## src/rtl/arbiter_rr_hold_if.sv

```systemverilog
// Request/grant bus between requesting masters and the round-robin arbiter.
// req is level-sensitive from the masters. gnt, gnt_valid, gnt_id and hold_cnt are registered by the arbiter, and a grant seen in cycle t+1 answers req sampled in cycle t.
interface arbiter_rr_hold_if #(
    parameter int N    = 5,
    parameter int ID_W = 3,
    parameter int HC_W = 3
);
    logic [N-1:0]    req;
    logic [N-1:0]    gnt;
    logic            gnt_valid;
    logic [ID_W-1:0] gnt_id;
    logic [HC_W-1:0] hold_cnt;

    modport master (output req, input gnt, input gnt_valid, input gnt_id, input hold_cnt);
    modport slave  (input req, output gnt, output gnt_valid, output gnt_id, output hold_cnt);
endinterface

```

## src/rtl/arbiter_rr_hold.sv

```systemverilog
// Round-robin arbiter with registered one-hot grants and a bounded hold.
// An owner may keep its grant for MAX_HOLD cycles while anyone else is waiting.
module arbiter_rr_hold #(
    parameter int N        = 5,
    parameter int MAX_HOLD = 4,
    parameter int ID_W     = 3
) (
    input  logic              clk,
    input  logic              rst,
    arbiter_rr_hold_if.slave  bus,
    output logic              dbg_state
);
    localparam int HC_W = $clog2(MAX_HOLD) + 1;

    typedef enum logic {
        IDLE  = 1'b0,
        GRANT = 1'b1
    } state_e;

    state_e          state_q, state_d;
    logic [ID_W-1:0] ptr_q, ptr_d;
    logic [ID_W-1:0] id_q, id_d;
    logic [N-1:0]    gnt_q, gnt_d;
    logic [HC_W-1:0] hold_q, hold_d;

    logic [N-1:0]    own_mask;
    logic            keep;
    logic            found;
    logic [ID_W-1:0] idx;

    always_comb begin
        state_d  = state_q;
        ptr_d    = ptr_q;
        id_d     = id_q;
        gnt_d    = gnt_q;
        hold_d   = hold_q;
        found    = 1'b0;
        idx      = ptr_q;
        own_mask = N'(1) << ptr_q;
        keep     = (state_q == GRANT) && (|(bus.req & own_mask)) &&
                   ((hold_q < HC_W'(MAX_HOLD)) || !(|(bus.req & ~own_mask)));

        if (keep) begin
            if (hold_q < HC_W'(MAX_HOLD)) begin
                hold_d = hold_q + HC_W'(1);
            end
        end else if (!(|bus.req)) begin
            state_d = IDLE;
            gnt_d   = '0;
            hold_d  = '0;
        end else begin
            // Walk from ptr+1 and finish on ptr itself, so an owner whose hold expired loses to anyone else.
            for (int k = 0; k < N; k++) begin
                idx = (idx == ID_W'(N - 1)) ? '0 : idx + ID_W'(1);
                if (!found && bus.req[idx]) begin
                    found   = 1'b1;
                    state_d = GRANT;
                    ptr_d   = idx;
                    id_d    = idx;
                    gnt_d   = N'(1) << idx;
                    hold_d  = HC_W'(1);
                end
            end
        end
    end

    always_ff @(posedge clk or negedge rst) begin
        if (!rst) begin
            state_q <= IDLE;
            ptr_q   <= ID_W'(N - 1);
            id_q    <= '0;
            gnt_q   <= '0;
            hold_q  <= '0;
        end else begin
            state_q <= state_d;
            ptr_q   <= ptr_d;
            id_q    <= id_d;
            gnt_q   <= gnt_d;
            hold_q  <= hold_d;
        end
    end

    assign bus.gnt       = gnt_q;
    assign bus.gnt_valid = (state_q == GRANT);
    assign bus.gnt_id    = id_q;
    assign bus.hold_cnt  = hold_q;
    assign dbg_state     = state_q;
endmodule
```

## src/flat_wrapper.sv

```systemverilog
// flat-port wrapper written by rule: the top's interface ports become plain ports
module arbiter_rr_hold_flat 
#(
    parameter int N        = 5,
    parameter int MAX_HOLD = 4,
    parameter int ID_W     = 3
)
  (clk, rst, dbg_state, bus_req, bus_gnt, bus_gnt_valid, bus_gnt_id, bus_hold_cnt);
  arbiter_rr_hold_if #(.N(N), .ID_W(ID_W)) bus_i ();
  input  logic clk;
  input  logic rst;
  output logic dbg_state;
  input wire logic [$bits(bus_i.req)-1:0] bus_req;
  output wire logic [$bits(bus_i.gnt)-1:0] bus_gnt;
  output wire logic [$bits(bus_i.gnt_valid)-1:0] bus_gnt_valid;
  output wire logic [$bits(bus_i.gnt_id)-1:0] bus_gnt_id;
  output wire logic [$bits(bus_i.hold_cnt)-1:0] bus_hold_cnt;
  assign bus_i.req = bus_req;
  assign bus_gnt = bus_i.gnt;
  assign bus_gnt_valid = bus_i.gnt_valid;
  assign bus_gnt_id = bus_i.gnt_id;
  assign bus_hold_cnt = bus_i.hold_cnt;
  arbiter_rr_hold #(.N(N), .MAX_HOLD(MAX_HOLD), .ID_W(ID_W)) u_core (.clk(clk), .rst(rst), .bus(bus_i), .dbg_state(dbg_state));
endmodule
```

## config.mk

```make
export PLATFORM = sky130hd
export DESIGN_NAME = arbiter_rr_hold_flat
export DESIGN_NICKNAME = d
export VERILOG_FILES = /design/src/rtl/arbiter_rr_hold_if.sv /design/src/rtl/arbiter_rr_hold.sv /design/src/flat_wrapper.sv
export SDC_FILE = /design/constraint.sdc
export NUM_CORES = 1
export LEC_CHECK = 0
export ABC_AREA = 1
export BUFFER_PORTS_ARGS = -buffer_cell sky130_fd_sc_hd__buf_2
export CAP_MARGIN = 10
export CORE_MARGIN = 4
export CORE_UTILIZATION = 50
export CTS_BUF_LIST = sky130_fd_sc_hd__clkbuf_8
export CTS_CLUSTER_SIZE = 28
export DETAILED_ROUTE_END_ITERATION = 7
export GPL_TIMING_DRIVEN = 0
export PLACE_DENSITY_LB_ADDON = 0.2
export SLEW_MARGIN = 20
export SYNTH_ARGS = -nofsm -noshare
export SYNTH_HDL_FRONTEND = slang
export SYNTH_SLANG_ARGS = --single-unit
```

## constraint.sdc

```tcl
create_clock -name clk -period 3.2 [get_ports clk]
set_clock_uncertainty 0.2 [all_clocks]
set_input_delay 0.32 -clock clk [delete_from_list [all_inputs] [get_ports clk]]
set_output_delay 0.32 -clock clk [all_outputs]
set_load 0.1 [all_outputs]
```

* After elaboration in Yosys (flattened, before gate mapping) *
Index checks and enable logic that the tools add are counted.

operators by class
  eq/ne operators = 8
  shift-type cells = 6
  bitwise logic cells = 4
  reductions and logical operators = 19
  mux-type cells = 52
  div/mod/pow operators = 0
  add/sub/neg operators = 6
  magnitude comparators = 6
  $mul = 0

operator list
  kind                   number
  $mux W3                18
  $mux W5                6
  $shl A1 B3 Y5 const A  6
  $mux W1                23
  $lt A3 B4 Y1 const B   5
  $add A3 B1 Y3 const B  6
  $bmux W1 S3            5
  $eq A3 B3 Y1 const B   5
  $reduce_or A5 Y1       3
  $and A5 B5 Y5          2
  $ne A7 B6 Y1 const B   1
  $logic_and A1 B1 Y1    6
  $ne A6 B6 Y1 const B   1
  $logic_not A1 Y1       5
  $not A5 Y5             1
  $reduce_bool A5 Y1     1
  $reduce_and A2 Y1      2
  $lt A3 B3 Y1 const B   1
  $reduce_and A3 Y1      1
  $ne A2 B2 Y1 const B   1
  $logic_or A1 B1 Y1     1
  $not A1 Y1             1

storage, ports and cells
  output and inout bits = 13
  bits in latches = 0
  register bits = 15
  ROM bits = 0
  bits in writable memories = 0
  memories = 0
  word-level logic and storage cells = 106

* Logic depth before layout (Yosys ltp) *
Gate-level depths: netlist (run 1).

  word-level depth = 28
  depth in mapped cells = 27

* Worst setup path before layout (run 1) *
No wires, ideal clock.

  path type = register to register
  start = register, netlist name u_core.bus.gnt_id[0]
  end = register u_core.hold_q[0] (netlist: u_core.bus.hold_cnt[0])
  path buffers = 1
  stages on the path, launching flop included = 27
  period minus slack after synthesis = 3429 ps
  required time = 2933 ps
  arrival time = 3162 ps
  slack = -229 ps
  cell sequence = dfrtp_1 inv_1 ha_1 nand2_4 nand2_2 ha_1 nand3_1 nand2_1 buf_6 ha_1 nor2_1 nand2_2 nand2_4 nand2_4 nand2_4 nand2_1 nor2_2 nor2_1 nor2_2 nor2_4 nand2_4 nand3_2 nand2_4 inv_2 nor2_2 nand2_1 nand2_1

RTL lines
  what                  RTL line               source
  end signal, assigned  arbiter_rr_hold.sv:79  hold_q <= hold_d;
  end, declared         arbiter_rr_hold.sv:24  logic [HC_W-1:0] hold_q, hold_d;

==> results of run 1 <==
[worst min-delay path, stage by stage (launching register included)]
cell and delay (ps):
sky130_fd_sc_hd__dfrtp_1 330, sky130_fd_sc_hd__nand2_1 50, sky130_fd_sc_hd__nand2_1 60
[cell type report]
type / count / area (um2)
multi-input combinational: 204 / 1446
timing repair buffer: 50 / 350.3
buffer: 4 / 33.78
tap: 44 / 55.05
clock buffer: 3 / 41.29
inverter: 26 / 110.1
fill: 232 / 708.2
clock inverter: 1 / 5.005
sequential: 13 / 327.8
[synth_stat cells, drive strengths merged, types with 2 or more instances]
master and number:
dfrtp 12, nand3 31, nor3 2, ha 10, o211ai 3, nor2 19, inv 26, a21oi 4
buf 4, nand3b 4, nand4 7, o21ai 15, nand2 103, o31ai 2
[final timing paths]
check | startpoint | slack, ps | endpoint | cells past startpoint
max reg2reg | u_core.bus.gnt_id[0] | -90 | u_core.bus.gnt[3] | 22
max | u_core.bus.gnt_id[0] | -90 | u_core.bus.gnt[3] | 22
max in group asynchronous | rst | 2220 | u_core.ptr_q[2] | 2
min reg2reg | u_core.bus.gnt_id[2] | 280 | u_core.bus.gnt_id[2] | 2
min in group asynchronous | rst | 310 | u_core.bus.gnt[2] | 2
min | u_core.bus.gnt_id[2] | 280 | u_core.bus.gnt_id[2] | 2
[registers in the layout, summed over array words and instances (netlist names)]
| name | count |
|---|---|
| u_core.bus.gnt_id | 3 |
| u_core.bus.gnt | 5 |
| u_core.bus.gnt_valid | 1 |
| u_core.ptr_q | 1 |
| u_core.bus.hold_cnt | 3 |
[metrics by stage]
step / hold slack, ps / instance area, um2
floorplan: -175.6 / 1675
detailed placement: 16.20 / 1826
finish: 276.7 / 2370
global placement: 18.10 / 1826
CTS: 278.4 / 2207
global route: 298.3 / 2370
[layer usage]
layer  global-route usage  share of wire  wire length [um]  up-vias
met5                    0              0                 0        -
met4              0.03627         0.0067                33        0
met3              0.03813          0.049               241        4
met2               0.3844           0.50              2441       54
met1               0.3096           0.45              2184      888
li1                     -              -                 -      926
[timing repair]
item	4_1_cts	5_1_grt
pin swaps	18	29
hold endpoints to repair	12	0
gates resized for setup	35	27
buffers inserted	21	9
hold buffers	1	0
endpoints found under the setup margin	13	13
[logic make-up after synthesis]
logic type | share of synthesized area
fa+ha+maj | 0.07680
simple gates | 0.5461
compound gates | 0.09601
buf+inv | 0.08064
flops | 0.2005
==> impl_metrics.json, run 1 <==
{
  "maxCapViolations": 0,
  "ys_warn_count": 0,
  "yosys.area.top_type": "sky130_fd_sc_hd__dfrtp_1",
  "crit_slowest_cell": "sky130_fd_sc_hd__dfrtp_2",
  "clock_insertion_delay_worst_skew_ps": 250,
  "dp_worst_setup_slack_ps": -329.7,
  "drv_slew": 0,
  "tritoncts": "built",
  "netlist-cell-type-count": 29,
  "timing.max_slew.rel_slack": 0.5535,
  "dr.first_iter.drc_count": 125,
  "violations": "setup timing",
  "via_count": 1872,
  "worstPathMaxFanout": 6,
  "die_w_um": 65.08,
  "drt_drc_violations_left": 0,
  "synth_top_area_share": 0.1843,
  "critical_path_class": "reg -> reg",
  "final.setup.worst_slack_ps": -88.50,
  "grtUsageTotal": 0.2277,
  "critPathTopFamily": "simple AND/OR/NAND/NOR gates",
  "floorplan.io_pins": 20,
  "postSynth.topFlopCell": "sky130_fd_sc_hd__dfrtp_1",
  "grt_pass1_wl_mm": 7.734,
  "synth-edff-count": 0,
  "design.final.nets": 319,
  "first_global_vias": 1697,
  "timing.critical_path.to_type": "flop",
  "outcome": "finished with violations",
  "setup_tns_ps": -692.4,
  "ctsRootBufferMaster": "sky130_fd_sc_hd__clkbuf_8",
  "synth_area_per_cell_um2": 6.595,
  "crit_share_post_route": 1.028,
  "cp_cell_sequence": "inv_4 -> ha_4 -> nand2_8 -> nand2_8 -> ha_4 -> nand3_4 -> nand2_4 -> buf_6 -> ha_4 -> a21oi_1 -> nand3_2 -> nand3_4 -> nor2_4 -> nor2_2 -> nor2_4 -> nor2_4 -> nand2_4 -> nand2_2 -> nand2_2 -> nor2_4 -> nand3_1 -> nand2_1",
  "pin_count_of_the_biggest_net_entering_global_routing": 14,
  "dieArea_um2": 4235,
  "die_h_um": 65.08,
  "layout_commonest_cell": "sky130_fd_sc_hd__nand2_1",
  "finalWorstPathRequiredPeriod_ps": 3288,
  "post-place-cells": 310,
  "timing_hold_violations_final": 0,
  "clock_sinks": 13,
  "clock_path_buffers": 2,
  "synth_seq_cells": 13,
  "mostFrequentLayoutCells": "65 x sky130_fd_sc_hd__nand2_1, 30 x sky130_fd_sc_hd__buf_4, 21 x sky130_fd_sc_hd__nand3_1",
  "vias_per_cell": 5.426,
  "antenna_violations_before_repair": 0,
  "ys_async_sr_fraction": 1.000,
  "wire_per_inst_um": 14.21,
  "critPathLaunchType": "flop",
  "dp_hpwl_mm": 3.096,
  "synth_cells": 247,
  "route.antenna.remaining_nets": 0,
  "maxClockFrequency_mhz": 304.1,
  "cts.htree.levels": 1,
  "syn_nets": 264,
  "hold_path_class": "reg -> reg",
  "crit_buf_inv": 2,
  "portBuffers": 19,
  "library_cell_appearing_most_often_on_the_critical_path": "sky130_fd_sc_hd__nor2_4",
  "design.core.area_um2": 3078,
  "synth.area.top_cells": "sky130_fd_sc_hd__dfrtp_1 18%, sky130_fd_sc_hd__nand2_1 18%, sky130_fd_sc_hd__nand3_1 8.3%",
  "antenna_cells_inserted": 0,
  "report.final.setup_viol": 12,
  "netlist_area_um2": 1629,
  "worst_ep_arrival_time_ps": 3270,
  "clk_pin_slew_worst_paths_ps": 60,
  "synth.yosys.seq_area_share": 0.2005,
  "drt-total-wl_mm": 4.901,
  "worst-endpoint-required_ps": 3180,
  "finalCoreUtilization": 0.7699,
  "rsz0062_at_grt": "yes",
  "total_gr_overflow": 0,
  "cts_buffers": 3,
  "num_rows": 20,
  "start_util": 0.5293,
  "detailedRoute.firstPassIterationCount": 4,
  "cp_slowest_stage_delay_ps": 420,
  "gp_routability_congestion": 0.8136,
  "share_of_layout_cells_above_drive_strength_1": 0.4585,
  "area_growth_pct": 45.47,
  "post_layout_nonfiller_instances": 345,
  "worst_slew_pin_slew_ps": 662.7
}
Power of run 1 is not shown: default switching activity piles up to over one toggle a cycle in this logic, so the estimate is an artifact.
==> inputs of run 2 (changes only) <==
--- a/config.mk
+++ b/config.mk
@@ -15,6 +15,7 @@
 export DETAILED_ROUTE_END_ITERATION = 7
 export GPL_TIMING_DRIVEN = 0
 export PLACE_DENSITY_LB_ADDON = 0.2
+export SKIP_CTS_REPAIR_TIMING = 1
 export SLEW_MARGIN = 20
 export SYNTH_ARGS = -nofsm -noshare
 export SYNTH_HDL_FRONTEND = slang
==> impl_metrics.json, run 2 (synthesized netlist as in run 1, its figures left out) <==
{
  "report.final.setup_viol": 13,
  "die_w_um": 65.08,
  "worst_slew_pin_slew_ps": 731.4,
  "detailedRoute.firstPassIterationCount": 4,
  "dr.first_iter.drc_count": 108,
  "cts.htree.levels": 1,
  "clock_path_buffers": 2,
  "worst_ep_arrival_time_ps": 3260,
  "cp_cell_sequence": "clkinv_4 -> ha_4 -> nand2_8 -> ha_4 -> nand3_4 -> nand2_4 -> buf_6 -> ha_4 -> nor2_4 -> nand2_2 -> nand2_4 -> nand2_4 -> nand2_4 -> nand2_4 -> nor2_4 -> nor2_4 -> nor2_2 -> nor2_4 -> nand2_4 -> nand3_4 -> nand2_4 -> buf_4 -> nand2_1 -> o21ai_1",
  "total_gr_overflow": 0,
  "crit_slowest_cell": "sky130_fd_sc_hd__dfrtp_2",
  "start_util": 0.5293,
  "outcome": "finished with violations",
  "final.setup.worst_slack_ps": -88.69,
  "gp_routability_congestion": 0.8136,
  "area_growth_pct": 46.85,
  "finalWorstPathRequiredPeriod_ps": 3289,
  "wire_per_inst_um": 14.12,
  "antenna_violations_before_repair": 0,
  "critical_path_class": "reg -> reg",
  "via_count": 1841,
  "worst-endpoint-required_ps": 3170,
  "critPathLaunchType": "flop",
  "maxCapViolations": 0,
  "grt_pass1_wl_mm": 6.796,
  "timing.critical_path.depth": 24,
  "hold_depth": 2,
  "design.core.area_um2": 3078,
  "worstPathMaxFanout": 6,
  "crit_buf_inv": 3,
  "mostFrequentLayoutCells": "63 x sky130_fd_sc_hd__nand2_1, 35 x sky130_fd_sc_hd__buf_4, 22 x sky130_fd_sc_hd__nand3_1",
  "tritoncts": "built",
  "route.antenna.remaining_nets": 0,
  "first_global_vias": 1484,
  "violations": "setup timing",
  "layout_commonest_cell": "sky130_fd_sc_hd__nand2_1",
  "design.final.nets": 322,
  "num_rows": 20,
  "dp_worst_setup_slack_ps": -329.7,
  "dieArea_um2": 4235,
  "timing.max_slew.rel_slack": 0.5072,
  "dp_hpwl_mm": 3.096,
  "cp_slowest_stage_delay_ps": 410,
  "drt-total-wl_mm": 4.913,
  "die_h_um": 65.08,
  "clock_sinks": 13,
  "cts_buffers": 3,
  "vias_per_cell": 5.290,
  "timing_hold_violations_final": 0,
  "maxClockFrequency_mhz": 304.1,
  "drt_drc_violations_left": 0,
  "ctsRootBufferMaster": "sky130_fd_sc_hd__clkbuf_8",
  "floorplan.io_pins": 20,
  "clk_pin_slew_worst_paths_ps": 60,
  "rsz0062_at_grt": "yes",
  "pin_count_of_the_biggest_net_entering_global_routing": 14,
  "library_cell_appearing_most_often_on_the_critical_path": "sky130_fd_sc_hd__nand2_4",
  "timing.critical_path.to_type": "flop",
  "max_ffs_per_register": 5,
  "share_of_layout_cells_above_drive_strength_1": 0.4671,
  "grtUsageTotal": 0.2006,
  "drv_slew": 0,
  "portBuffers": 19,
  "critPathTopFamily": "simple AND/OR/NAND/NOR gates",
  "post_layout_nonfiller_instances": 348,
  "ff2ff_path_depth": 24,
  "antenna_cells_inserted": 0,
  "post-place-cells": 310,
  "hold_path_class": "reg -> reg",
  "crit_share_post_route": 1.028,
  "clock_insertion_delay_worst_skew_ps": 250
}
## run 2: changes by cell type in the layout (fill, tap and decap cells not counted), sizes merged
cell    change
inv         -1
buf         +3
clkinv      +1
## run 2: metal layers
layer | vias to the layer above | global-route usage | wire [um]
met3 | 4 | 0.03293 | 241
met2 | 45 | 0.3129 | 2418
met1 | 867 | 0.2950 | 2220
met4 | 0 | 0.03109 | 32
li1 | 925 | - | -
met5 | - | 0 | 0
## run 2: final cells by class
cell class | count | area, um2
plain buffers | 4 | 33.78
clock buffers | 3 | 41.29
clock inverters | 1 | 5.005
fillers | 223 | 685.7
inverters | 26 | 112.6
multi-input cells | 204 | 1459
flip-flops and latches | 13 | 329.1
well taps | 44 | 55.05
repair buffers | 53 | 356.6
## run 2: worst register-to-register path: cells and delay by family, from the launching register on
kind	cells	cell delay, ps
simple gates	17	1560
fa+ha+maj	3	640
flops	1	410
buf+inv	3	340
compound gates	1	70
## run 2: worst paths after layout
| check | start | slack (ps) | endpoint |
|---|---|---|---|
| worst max-delay path | u_core.bus.gnt_id[0] | -90 | u_core.bus.gnt[1] |
| worst min-delay path | u_core.bus.gnt[3] | 280 | u_core.bus.gnt[3] |
| worst max register to register | u_core.bus.gnt_id[0] | -90 | u_core.bus.gnt[1] |
| worst min register to register | u_core.bus.gnt[3] | 280 | u_core.bus.gnt[3] |
| max in group asynchronous | rst | 2210 | u_core.ptr_q[2] |
| min in group asynchronous | rst | 320 | u_core.bus.gnt[2] |
## run 2: through the flow
stage | TNS (ps) | hold slack [ps] | util | area [um2]
after detailed placement | -3425 | 16.20 | 0.5931 | 1826
after global routing | -3248 | 299.9 | 0.7772 | 2392
after global placement | -2894 | 18.10 | 0.5931 | 1826
after floorplan | 0 | -175.6 | - | 1675
final | -883.6 | 280.0 | 0.7772 | 2392
after CTS | -3761 | -247.2 | 0.6081 | 1872
Power of run 2 is left out for the same reason.
==> inputs of run 3 (changes only) <==
--- a/config.mk
+++ b/config.mk
@@ -8,8 +8,8 @@
 export ABC_AREA = 1
 export BUFFER_PORTS_ARGS = -buffer_cell sky130_fd_sc_hd__buf_2
 export CAP_MARGIN = 10
-export CORE_MARGIN = 4
-export CORE_UTILIZATION = 50
+export CORE_MARGIN = 2
+export CORE_UTILIZATION = 40
 export CTS_BUF_LIST = sky130_fd_sc_hd__clkbuf_8
 export CTS_CLUSTER_SIZE = 28
 export DETAILED_ROUTE_END_ITERATION = 7
==> impl_metrics.json, run 3 (synthesized netlist as in run 1, its figures left out) <==
{
  "layout_commonest_cell": "sky130_fd_sc_hd__nand2_1",
  "timing.critical_path.to_type": "flop",
  "library_cell_appearing_most_often_on_the_critical_path": "sky130_fd_sc_hd__nand2_4",
  "worst_slew_pin_slew_ps": 523.9,
  "critical_path_class": "reg -> reg",
  "violations": "setup timing",
  "layout.filler_cells": 355,
  "mostFrequentLayoutCells": "65 x sky130_fd_sc_hd__nand2_1, 27 x sky130_fd_sc_hd__buf_4, 20 x sky130_fd_sc_hd__nand3_1",
  "die_h_um": 67.82,
  "dr.max_layer_used": "met4",
  "design.core.area_um2": 3971,
  "clock_insertion_delay_worst_skew_ps": 240,
  "rsz0062_at_grt": "yes",
  "share_of_layout_cells_above_drive_strength_1": 0.4664,
  "drt-met1-wl_mm": 2.014,
  "worst-endpoint-required_ps": 3110,
  "area_growth_pct": 46.39,
  "ctsRootBufferMaster": "sky130_fd_sc_hd__clkbuf_8",
  "gp_routability_congestion": 0.8097,
  "timing_hold_violations_final": 0,
  "max_ffs_per_register": 5,
  "vias_per_cell": 5.190,
  "start_util": 0.4102,
  "portBuffers": 19,
  "antenna_violations_before_repair": 0,
  "maxCapViolations": 0,
  "report.final.setup_viol": 13,
  "combined_area_of_the_multi_input_logic_cells_um2": 1469,
  "clock_path_buffers": 2,
  "drv_slew": 0,
  "floorplan.io_pins": 20,
  "num_rows": 23,
  "first_global_vias": 1421,
  "finalCoreUtilization": 0.6005,
  "critPathLaunchType": "flop",
  "worstPathMaxFanout": 7,
  "drt_drc_violations_left": 0,
  "cts.htree.levels": 1,
  "die_w_um": 67.82,
  "cts_buffers": 3,
  "clk_pin_slew_worst_paths_ps": 50,
  "timing.max_slew.rel_slack": 0.6471,
  "maxClockFrequency_mhz": 299.9,
  "crit_buf_inv": 5,
  "via_count": 1806,
  "crit_share_post_route": 1.042,
  "dieArea_um2": 4599,
  "total_gr_overflow": 0,
  "dp_hpwl_mm": 3.101,
  "dr.first_iter.drc_count": 107,
  "regArea_um2": 327.8,
  "antenna_cells_inserted": 0,
  "clock_sinks": 13,
  "cp_slowest_stage_delay_ps": 450,
  "drt-total-wl_mm": 4.490,
  "worst_ep_arrival_time_ps": 3240,
  "detailedRoute.firstPassIterationCount": 4,
  "finalWorstPathRequiredPeriod_ps": 3335,
  "wire_length_on_met2_mm": 2.259,
  "final.setup.worst_slack_ps": -134.9,
  "route.antenna.remaining_nets": 0,
  "setup_tns_ps": -1031,
  "grt_pass1_wl_mm": 6.513,
  "critPathTopFamily": "simple AND/OR/NAND/NOR gates",
  "pin_count_of_the_biggest_net_entering_global_routing": 14,
  "outcome": "finished with violations",
  "routed-wl-met3_um": 162,
  "dp_worst_setup_slack_ps": -306.9,
  "grtUsageTotal": 0.1817,
  "hold_path_class": "reg -> reg",
  "crit_slowest_cell": "sky130_fd_sc_hd__dfrtp_2",
  "design.final.nets": 316,
  "tritoncts": "built",
  "wire_per_inst_um": 12.90
}
run 3: cell count changes in the layout (fill, tap and decap cells not counted), moves of 2 or more:
cell                      change
sky130_fd_sc_hd__nand2_1      +2
sky130_fd_sc_hd__nand3_1      -2
sky130_fd_sc_hd__nand3_2      +2
sky130_fd_sc_hd__nand2_4      -3
sky130_fd_sc_hd__o21ai_2      +3
sky130_fd_sc_hd__o21ai_1      -4
sky130_fd_sc_hd__buf_4        -8
run 3: cell type report:
cell class / instances / share of cell area
Timing Repair Buffer: 47 / 0.1375
Tap cell: 50 / 0.02623
Sequential cell: 13 / 0.1375
Buffer: 4 / 0.01574
Multi-Input combinational cell: 204 / 0.6159
Clock buffer: 3 / 0.01731
Clock inverter: 1 / 0.001574
Inverter: 26 / 0.04827
run 3: tightest hold or removal path, delay by kind of cell (launching register included):
kind	cells	cell delay [ps]
and+or+nand+nor	2	100
DFF	1	330
run 3: stage by stage:
| step | area [um2] | hold WS [ps] | cells |
|---|---|---|---|
| detailed placement | 1833 | 17.51 | 316 |
| floorplan | 1675 | -175.6 | 247 |
| CTS | 1878 | -241.5 | 320 |
| global route | 2385 | 305.5 | 348 |
| finish | 2385 | 268.8 | 348 |
| global placement | 1833 | 17.71 | 316 |
run 3: per-layer routing:
metal | track usage | up-vias
li1 | - | 917
met1 | 0.2619 | 838
met2 | 0.3015 | 43
met3 | 0.01480 | 8
met4 | 0.03000 | 0
met5 | 0 | -
run 3: worst paths after layout:
kind                                           start                endpoint  slack [ps]  cells past startpoint
worst max-delay path            u_core.bus.gnt_id[0]    u_core.bus.gnt_id[0]        -130                     25
worst min-delay path               u_core.bus.gnt[2]       u_core.bus.gnt[2]         270                      2
worst max register to register  u_core.bus.gnt_id[0]    u_core.bus.gnt_id[0]        -130                     25
worst min register to register     u_core.bus.gnt[2]       u_core.bus.gnt[2]         270                      2
max in group asynchronous                        rst         u_core.ptr_q[2]        2230                      2
min in group asynchronous                        rst  u_core.bus.hold_cnt[2]         290                      2
Power of run 3 is left out for the same reason.
